`src/rtl/reg18_ce2_fifo_rd.sv`:
```
// 18-bit FIFO. A word is written only when both clock enables are high.
// Reads are registered: out/out_valid update on the edge after rd_en_i.
module reg18_ce2_fifo_rd #(
  parameter int DEPTH = 4,
  parameter int AW    = 2
) (
  input  logic          clk_i,
  input  logic          reset_i,
  input  logic [17:0]   in_i,
  input  logic          clk_en1_i,
  input  logic          clk_en2_i,
  input  logic          rd_en_i,
  output logic [17:0]   out_o,
  output logic          out_valid_o,
  output logic          empty_o,
  output logic          full_o,
  output logic [AW:0]   count_o,
  output logic          overflow_o,
  output logic          underflow_o
);

  localparam logic [AW:0] FULL_CNT = (AW+1)'(DEPTH);

  logic [17:0]   mem_q [DEPTH];
  logic [AW-1:0] wr_ptr_q, wr_ptr_d;
  logic [AW-1:0] rd_ptr_q, rd_ptr_d;
  logic [AW:0]   count_q, count_d;
  logic [17:0]   out_q, out_d;
  logic          out_valid_q, out_valid_d;
  logic          ovf_q, ovf_d;
  logic          udf_q, udf_d;

  logic is_empty, is_full, wreq, rd_acc, wr_acc;

  // Flags come only from the registered count, never from the inputs.
  assign is_empty = (count_q == '0);
  assign is_full  = (count_q == FULL_CNT);
  assign wreq     = clk_en1_i & clk_en2_i;
  assign rd_acc   = rd_en_i & ~is_empty;
  // A read in the same cycle frees a slot, so a full FIFO may still accept.
  assign wr_acc   = wreq & (~is_full | rd_acc);

  always_comb begin
    wr_ptr_d    = wr_ptr_q;
    rd_ptr_d    = rd_ptr_q;
    count_d     = count_q;
    out_d       = out_q;
    out_valid_d = 1'b0;
    ovf_d       = ovf_q;
    udf_d       = udf_q;
    if (wr_acc) wr_ptr_d = wr_ptr_q + AW'(1);
    if (rd_acc) begin
      rd_ptr_d    = rd_ptr_q + AW'(1);
      out_d       = mem_q[rd_ptr_q];
      out_valid_d = 1'b1;
    end
    if (wr_acc && !rd_acc)      count_d = count_q + (AW+1)'(1);
    else if (rd_acc && !wr_acc) count_d = count_q - (AW+1)'(1);
    if (wreq && !wr_acc)        ovf_d = 1'b1;
    if (rd_en_i && is_empty)    udf_d = 1'b1;
  end

  always_ff @(posedge clk_i) begin
    if (reset_i) begin
      wr_ptr_q    <= '0;
      rd_ptr_q    <= '0;
      count_q     <= '0;
      out_q       <= '0;
      out_valid_q <= 1'b0;
      ovf_q       <= 1'b0;
      udf_q       <= 1'b0;
    end else begin
      wr_ptr_q    <= wr_ptr_d;
      rd_ptr_q    <= rd_ptr_d;
      count_q     <= count_d;
      out_q       <= out_d;
      out_valid_q <= out_valid_d;
      ovf_q       <= ovf_d;
      udf_q       <= udf_d;
    end
  end

  // Storage is not reset; contents are meaningless until written.
  always_ff @(posedge clk_i) begin
    if (!reset_i && wr_acc) mem_q[wr_ptr_q] <= in_i;
  end

  assign out_o       = out_q;
  assign out_valid_o = out_valid_q;
  assign empty_o     = is_empty;
  assign full_o      = is_full;
  assign count_o     = count_q;
  assign overflow_o  = ovf_q;
  assign underflow_o = udf_q;

endmodule

```
`config.mk`:
```
export PLATFORM = sky130hd
export DESIGN_NAME = reg18_ce2_fifo_rd
export DESIGN_NICKNAME = d
export VERILOG_FILES = /design/src/rtl/reg18_ce2_fifo_rd.sv
export SDC_FILE = /design/constraint.sdc
export NUM_CORES = 1
export LEC_CHECK = 0
export BUFFER_PORTS_ARGS = -buffer_cell sky130_fd_sc_hd__clkbuf_2
export CAP_MARGIN = 20
export CORE_MARGIN = 3
export CORE_UTILIZATION = 32
export DETAILED_ROUTE_END_ITERATION = 10
export PLACE_DENSITY = 0.46
export SLEW_MARGIN = 0
export SYNTH_ARGS = -nofsm -noshare
export SYNTH_HDL_FRONTEND = slang
export SYNTH_SLANG_ARGS = --single-unit
```
`constraint.sdc`:
```
create_clock -name clk_i -period 2.89 [get_ports clk_i]
set_clock_uncertainty 0.1 [all_clocks]
set_input_delay 0.289 -clock clk_i [delete_from_list [all_inputs] [get_ports clk_i]]
set_output_delay 0.289 -clock clk_i [all_outputs]
set_load 0.01 [all_outputs]
```
* Word-level counts from Yosys, hierarchy flattened
Memory sizes are Yosys's and may differ from the RTL's. A register that Yosys moved wholly into a read port is not among the register bits.
Cells that the tools add are included.
** Word-level totals
- Memories kept :: 1
- Bits in writable memories :: 72
- Flip-flop bits (word level) :: 10
- Output and inout port bits :: 26
- Word-level logic and storage cells :: 33
** Memories
- mem_q :: words 4, bits a word 18, rd ports 1, clocked after memory_dff 1, wr ports 1, RTL line 24 : logic [17:0] mem_q [DEPTH];
** Operators by class
- Bitwise operators :: 6
- Reduce and logical (&&, ||, !) cells :: 10
- Eq/ne operators :: 1
- $add $sub $neg :: 4
- Muxes and demuxes :: 5
** Operators with widths (count)
- 3-bit 2-to-1 mux :: 2
- 1-bit logical AND :: 5
- 2-bit by 1-bit adder with 2-bit output (second input constant) :: 2
- 3-bit by 1-bit adder with 3-bit output (second input constant) :: 1
- 1-bit bitwise AND :: 3
- 3-bit == test (second input constant) :: 1
- 1-bit zero test :: 3
- 3-bit zero test :: 1
- 1-bit 2-to-1 mux :: 3
- 3-bit by 1-bit subtractor with 3-bit output (second input constant) :: 1
- 1-bit inverter :: 2
- 2-bit nonzero test :: 1
- 1-bit OR :: 1

* Logic depth before layout (Yosys ltp)
Gate-level depths: netlist of run 1.
- Depth in word-level cells :: 9
- Gate-level depth with buffers :: 8
- Gate-level depth less buffers :: 8

* Least setup slack after synthesis of run 1
OpenSTA, ideal clock, no wires.
- Path kind :: register to register
- Start :: register count_q[0], in the netlist count_o[0]
- End :: register count_q[2], in the netlist count_o[2]
- Path slack :: 646 ps
- Library setup time :: 70 ps
- Buffers on the path :: 0
- Cell stages (with the launch flop) :: 9
- Data arrival time :: 2073 ps
- Cell sequence :: dfxtp_1 nor4b_2 nor2_1 ha_1 inv_1 fa_1 xor2_1 or3_1 a21oi_1
** Between the ends
- Cells in the longest elaborated chain, start to end :: 8
- Elaborated cells on any way between the ends :: 16
- Those cells by class :: 2 x add/sub; 1 x eq/ne; 2 x mux; 5 x bitwise; 6 x reduce/logical
** RTL lines
- start, declared :: RTL line 27 : logic [AW:0] count_q, count_d;
- start signal, assigned :: RTL line 75 : count_q <= count_d;
- 3-bit zero test :: RTL line 36 : assign is_empty = (count_q == '0);
- 1-bit inverter :: RTL line 39 : assign rd_acc = rd_en_i & ~is_empty;
- 1-bit bitwise AND :: RTL line 39
- 1-bit OR :: RTL line 41 : assign wr_acc = wreq & (~is_full | rd_acc);
- 1-bit bitwise AND :: RTL line 41
- 1-bit zero test :: RTL line 58 : else if (rd_acc && !wr_acc) count_d = count_q - (AW+1)'(1);
- 1-bit logical AND :: RTL line 58
- 2-bit nonzero test (no line)
Parallel ways exist; a longest one is shown, timed or not. The select of a mux whose other input is x is not followed.
A chain may end at the register's enable or synchronous reset.

* Worst setup path after layout of run 1
Same ends and word-level chain as after synthesis.

==> results of run 1 <==
## cell families (layout without fill, tap and decap cells)
group | after synthesis | in the layout | synth area share, %
flip-flops | 100 | 100 | 73.9
AO/OA/AOI/OAI | 24 | 24 | 5.67
AND/OR/NAND/NOR | 23 | 23 | 3.46
multiplexers | 21 | 21 | 11.9
buffers and inverters | 11 | 76 | 1.90
adder cells (fa/ha/maj) | 6 | 6 | 2.24
XOR/XNOR | 4 | 4 | 0.951
## worst reg2reg max path, stage by stage, from the launching register on
cell	delay, ns
dfxtp_1	0.56
nor4b_2	0.13
nor2_1	0.27
ha_1	0.24
inv_1	0.06
fa_1	0.37
xor2_1	0.16
or3_1	0.30
a21oi_1	0.14
## final timing paths
check                    from      endpoint  slack [ns]  cells after the start
setup / recovery   count_o[0]    count_o[2]        0.51                      8
hold / removal       in_i[16]  mem_q[1][16]        0.07                      1
setup reg to reg   count_o[0]    count_o[2]        0.51                      8
hold reg to reg   underflow_o   underflow_o        0.38                      2
## area by class of cell
cell class	count	area, um^2
inverter	3	11.3
sequential	100	2720
multi-input combinational	78	891
clock buffer	10	229
tap	140	175
fill	1012	6630
clock inverter	6	63.8
timing repair buffer	57	308
## synthesized netlist by cell type, types with 2 or more instances
library cell / n / area [um^2]
edfxtp_1: 72 / 2160
dfxtp_1: 28 / 561
a22o_1: 18 / 158
mux4_2: 18 / 405
nor2_1: 9 / 33.8
ha_1: 5 / 62.6
and2_1: 4 / 25.0
xor2_1: 4 / 35.0
inv_1: 3 / 11.3
a21oi_1: 2 / 10.0
buf_2: 2 / 10.0
buf_4: 2 / 15.0
clkbuf_1: 2 / 7.51
mux2i_1: 2 / 20.0
nand2b_1: 2 / 12.5
nor3_1: 2 / 10.0
## per-stage QoR
step                      std cells  total power, mW
after floorplan                 189             2.19
after detailed placement        378             2.41
final                           394             3.53
after global placement          378             2.41
after CTS                       394             3.59
after global routing            394             3.71
## routing by layer
metal	wire length [um]	global-route usage, %	share of wire, %	vias to the layer above
met2	3230	18.6	49	33
li1	-	-	-	876
met1	2980	13.3	45	923
met5	0	0	0	-
met3	305	3.53	4.6	7
met4	71	3.37	1.1	0
## report_power, final
group | internal (mW) | total, mW | switching [mW]
combinational | 0.304 | 0.602 | 0.298
clock | 0.671 | 1.17 | 0.496
sequential | 1.66 | 1.76 | 0.0986
total | 2.64 | 3.53 | 0.893
## state kept, by name (all words and copies together), names as in the netlist
name	cells
wr_ptr_q	2
count_o	3
mem_q	72
out_o	18
out_valid_o	1
overflow_o	1
rd_ptr_q	2
underflow_o	1
==> metrics.cfg, run 1 <==
[clock_network]
insertion_delay_ns=0.33
cts_resized=0
clockBufferDepth=2
cts_root_buffer=clkbuf_16
clock_sinks=100
clk_pin_slew_worst_paths_ns=0.07
cts_made_buffers=9
postCtsSetupRepairBufs=0
cts_htree_levels=3
cts_hold_buf=0
cts_tree=yes

[pwr]
powerDensity_nw_per_um2=802
peakVddDrop_v=0.000314
leakage_nw=1.58

[worst_setup_path]
slowest_stage=dfxtp_1
crit_required_ns=3.05
start_kind=flop
cp.arrival_ns=2.54
setup.worst_path.class=flop to flop
cp_slowest_stage_delay_ns=0.56
cp_num_buf_inv=1
crit_fanout=8
crit_path_cell_trace=nor4b_2 > nor2_1 > ha_1 > inv_1 > fa_1 > xor2_1 > or3_1 > a21oi_1
end_kind=flop
crit_family=simple AND/OR/NAND/NOR gates

[die]
dieHeight_um=113
ios=49
core_um2=11000
die_area_um2=12800
die_w_um=113
rows=38
start_util_pct=33.4

[place]
port_buffers=48
dpl_cell_area_um2=4110
dp_hpwl_mm=4.06
pre_cts_ws_ns=0.528
routabilityCongestion=0.661

[yosys]
ys_ff_latch=100
synth_area_um2=3680
netlist_instances=189
ys_async_sr_fraction_pct=0
synth_fp_nets=218
yosys_warnings=0
synth_cell_types=30
synth-edff-count=72
ys.flop_type=edfxtp_1
syn_area_per_cell_um2=19.5
ys_seq_area_share_pct=73.9

[route]
drc_errors=0
totalWireLength_mm=6.59
dr.pass1.iters=3
detailroute.via_count=1839
dr.first_iter.drc_count=87
wl_per_cell_um=16.7
drtAntennaViolNets=0
viasPerCell=4.67

[layout]
final_cell_mix=72 x edfxtp_1, 48 x clkbuf_2, 28 x dfxtp_1
fin_area_um2=4400
diodes=0
final_util_pct=39.9
area_delta_synth_final_pct=19.5
drive_gt1_share_pct=36.2
layout_commonest_cell=edfxtp_1
fin_nets=278

[sta]
setup_viol=0
finalCriticalPeriod_ns=2.38
rsz0062_at_grt=no
layout_setup_ws_ns=0.506
max_freq_mhz=420
hold_viol=0
worstMarginPinSlew_ns=0.392
hold_ws_ns=0.0671
slew_violations=0
setup_tns_ns=0
slew_headroom_pct=73.5
finalCritPeriodShare_pct=82.5

[job]
drv_cap=0

[grt]
grt_pass1_wl_mm=10.6
overflow=0
grt_usage_pct=11.0
first_global_vias=1935
antenna_found_initial=0
grt_max_degree=20

[outcome]
status=complete, no violations

[worst_hold_path]
worstHoldPathType=primary input to flop

No activity file was read; power rests on OpenSTA's default activity.
==> inputs of run 2 (changes only) <==
--- a/config.mk
+++ b/config.mk
@@ -10,7 +10,7 @@
 export CORE_MARGIN = 3
 export CORE_UTILIZATION = 32
 export DETAILED_ROUTE_END_ITERATION = 10
-export PLACE_DENSITY = 0.46
+export PLACE_DENSITY = 0.48
 export SLEW_MARGIN = 0
 export SYNTH_ARGS = -nofsm -noshare
 export SYNTH_HDL_FRONTEND = slang
==> constraint.sdc (replaced) <==
create_clock -name clk_i -period 2.1 [get_ports clk_i]
set_clock_uncertainty 0.1 [all_clocks]
set_input_delay 0.21 -clock clk_i [delete_from_list [all_inputs] [get_ports clk_i]]
set_output_delay 0.21 -clock clk_i [all_outputs]
set_load 0.01 [all_outputs]
==> metrics.cfg, run 2 (synthesized netlist as in run 1, its figures left out) <==
[pwr]
switchingPower_mw=1.31
leakage_nw=1.72
swShare_pct=26.5
seq_power_share_pct=49.1
cell_internal_pwr_mw=3.62
peakVddDrop_v=0.000447
powerDensity_nw_per_um2=1040
power_frac_comb_pct=19.8
p_clk_share_pct=31.1

[route]
viasPerCell=4.58
detailroute.via_count=1953
drtAntennaViolNets=0
dr.first_iter.drc_count=82
wl_per_cell_um=16.0
dr.pass1.iters=4
drc_errors=0
totalWireLength_mm=6.81

[sta]
worstMarginPinSlew_ns=0.962
setup_viol=1
hold_viol=0
slew_headroom_pct=35.8
setup_tns_ns=-0.00655
rsz0062_at_grt=yes
finalCritPeriodShare_pct=100
max_freq_mhz=475
slew_violations=0
finalCriticalPeriod_ns=2.11
layout_setup_ws_ns=-0.00655

[outcome]
status=finished, violations left
violations=negative setup slack

[place]
dp_hpwl_mm=4.36
pre_cts_ws_ns=0.0416
port_buffers=48
routabilityCongestion=0.646

[layout]
largest_register_ffs=72
final_util_pct=42.8
fin_nets=310
diodes=0
top_register=mem_q
nFillCells=1026
ff_latch_area_um2=2730
final_cell_mix=72 x edfxtp_1, 48 x clkbuf_2, 25 x dfxtp_1
area_delta_synth_final_pct=28.1
layout_commonest_cell=edfxtp_1
multi_input_area_um2=918
drive_gt1_share_pct=40.6

[clock_network]
insertion_delay_ns=0.34
clock_sinks=100
cts_htree_levels=3
clockBufferDepth=2
cts_made_buffers=9
cts_tree=yes
clk_pin_slew_worst_paths_ns=0.07
cts_root_buffer=clkbuf_16

[worst_setup_path]
cp_slowest_stage_delay_ns=0.38
crit_required_ns=2.27
end_kind=flop
setup.worst_path.class=flop to flop
crit_path_cell_trace=o31ai_4 > ha_2 > inv_2 > fa_2 > xor2_2 > or3_1 > a21oi_2
slowest_stage=or3_1
cp.arrival_ns=2.28
start_kind=flop
crit_fanout=6

[die]
core_um2=11000
die_area_um2=12800
dieHeight_um=113
rows=38
start_util_pct=33.4
die_w_um=113
ios=49

[worst_hold_path]
worstHoldPathType=primary input to flop

[grt]
grt_max_degree=20
grt_pass1_wl_mm=10.7
antenna_found_initial=0
grt_usage_pct=11.3
overflow=0
first_global_vias=2006

[job]
drv_cap=0

==> run 2: cell count changes in the layout (fill, tap and decap cells not counted), moves of 3 or more <==
cell	previous run	this run
dlygate4sd3_1	0	18
buf_4	9	22
dfxtp_1	28	25
dfxtp_4	0	3
==> run 2: worst max-delay path: cells and delay by family, from the launching register on <==
kind	cells	cell delay, ns
AO/OA/AOI/OAI	2	0.37
XOR/XNOR	1	0.18
adder cells (fa/ha/maj)	2	0.59
buffers and inverters	1	0.04
flip-flops	1	0.37
AND/OR/NAND/NOR	1	0.38
==> run 2: worst paths after layout <==
kind	slack, ns	from	depth (start not counted)	to
max	-0.007	count_o[2]	7	count_o[2]
min	0.02	clk_en2_i	3	overflow_o
min reg2reg	0.38	out_o[15]	1	out_o[15]
max reg2reg	-0.007	count_o[2]	7	count_o[2]
==> run 2: power groups by stage <==
stage                     clock network [mW]  logic (mW)  registers, mW
after floorplan                            0       0.516           2.51
after global placement                     0       0.895           2.46
after detailed placement                   0       0.892           2.47
after CTS                               1.58       0.923           2.42
after global routing                    1.67        1.07           2.44
final                                   1.53       0.975           2.42
==> run 2: layout make-up <==
class / instances / area share, %
Inverter: 3 / 0.239
Clock inverter: 7 / 1.06
Multi-Input combinational cell: 78 / 19.5
Clock buffer: 9 / 4.77
Timing Repair Buffer: 89 / 12.8
Sequential cell: 100 / 57.9
Tap cell: 140 / 3.71
==> run 2: layer usage <==
metal / vias up / wire (um) / global-route usage [%]
met3: 11 / 284 / 2.73
li1: 941 / - / -
met5: - / 0 / 0
met1: 964 / 3020 / 13.8
met4: 0 / 159 / 6.25
met2: 37 / 3350 / 18.3
==> run 2: through the flow <==
step                area, um^2  total power [mW]  cells  hold slack [ns]
detailed placement        4190              3.36    386            0.338
CTS                       4640              4.92    420           0.0139
global placement          4190              3.36    386            0.333
global route              4720              5.18    426           0.0571
floorplan                 3690              3.03    189            0.209
finish                    4720              4.93    426           0.0227
==> run 2: what timing repair did <==
item | CTS | global route
setup endpoints to repair | 0 | 1
gates resized for setup | 0 | 8
endpoints found under the hold margin | 72 | 0
hold buffers | 18 | 0
setup buffers | 0 | 6
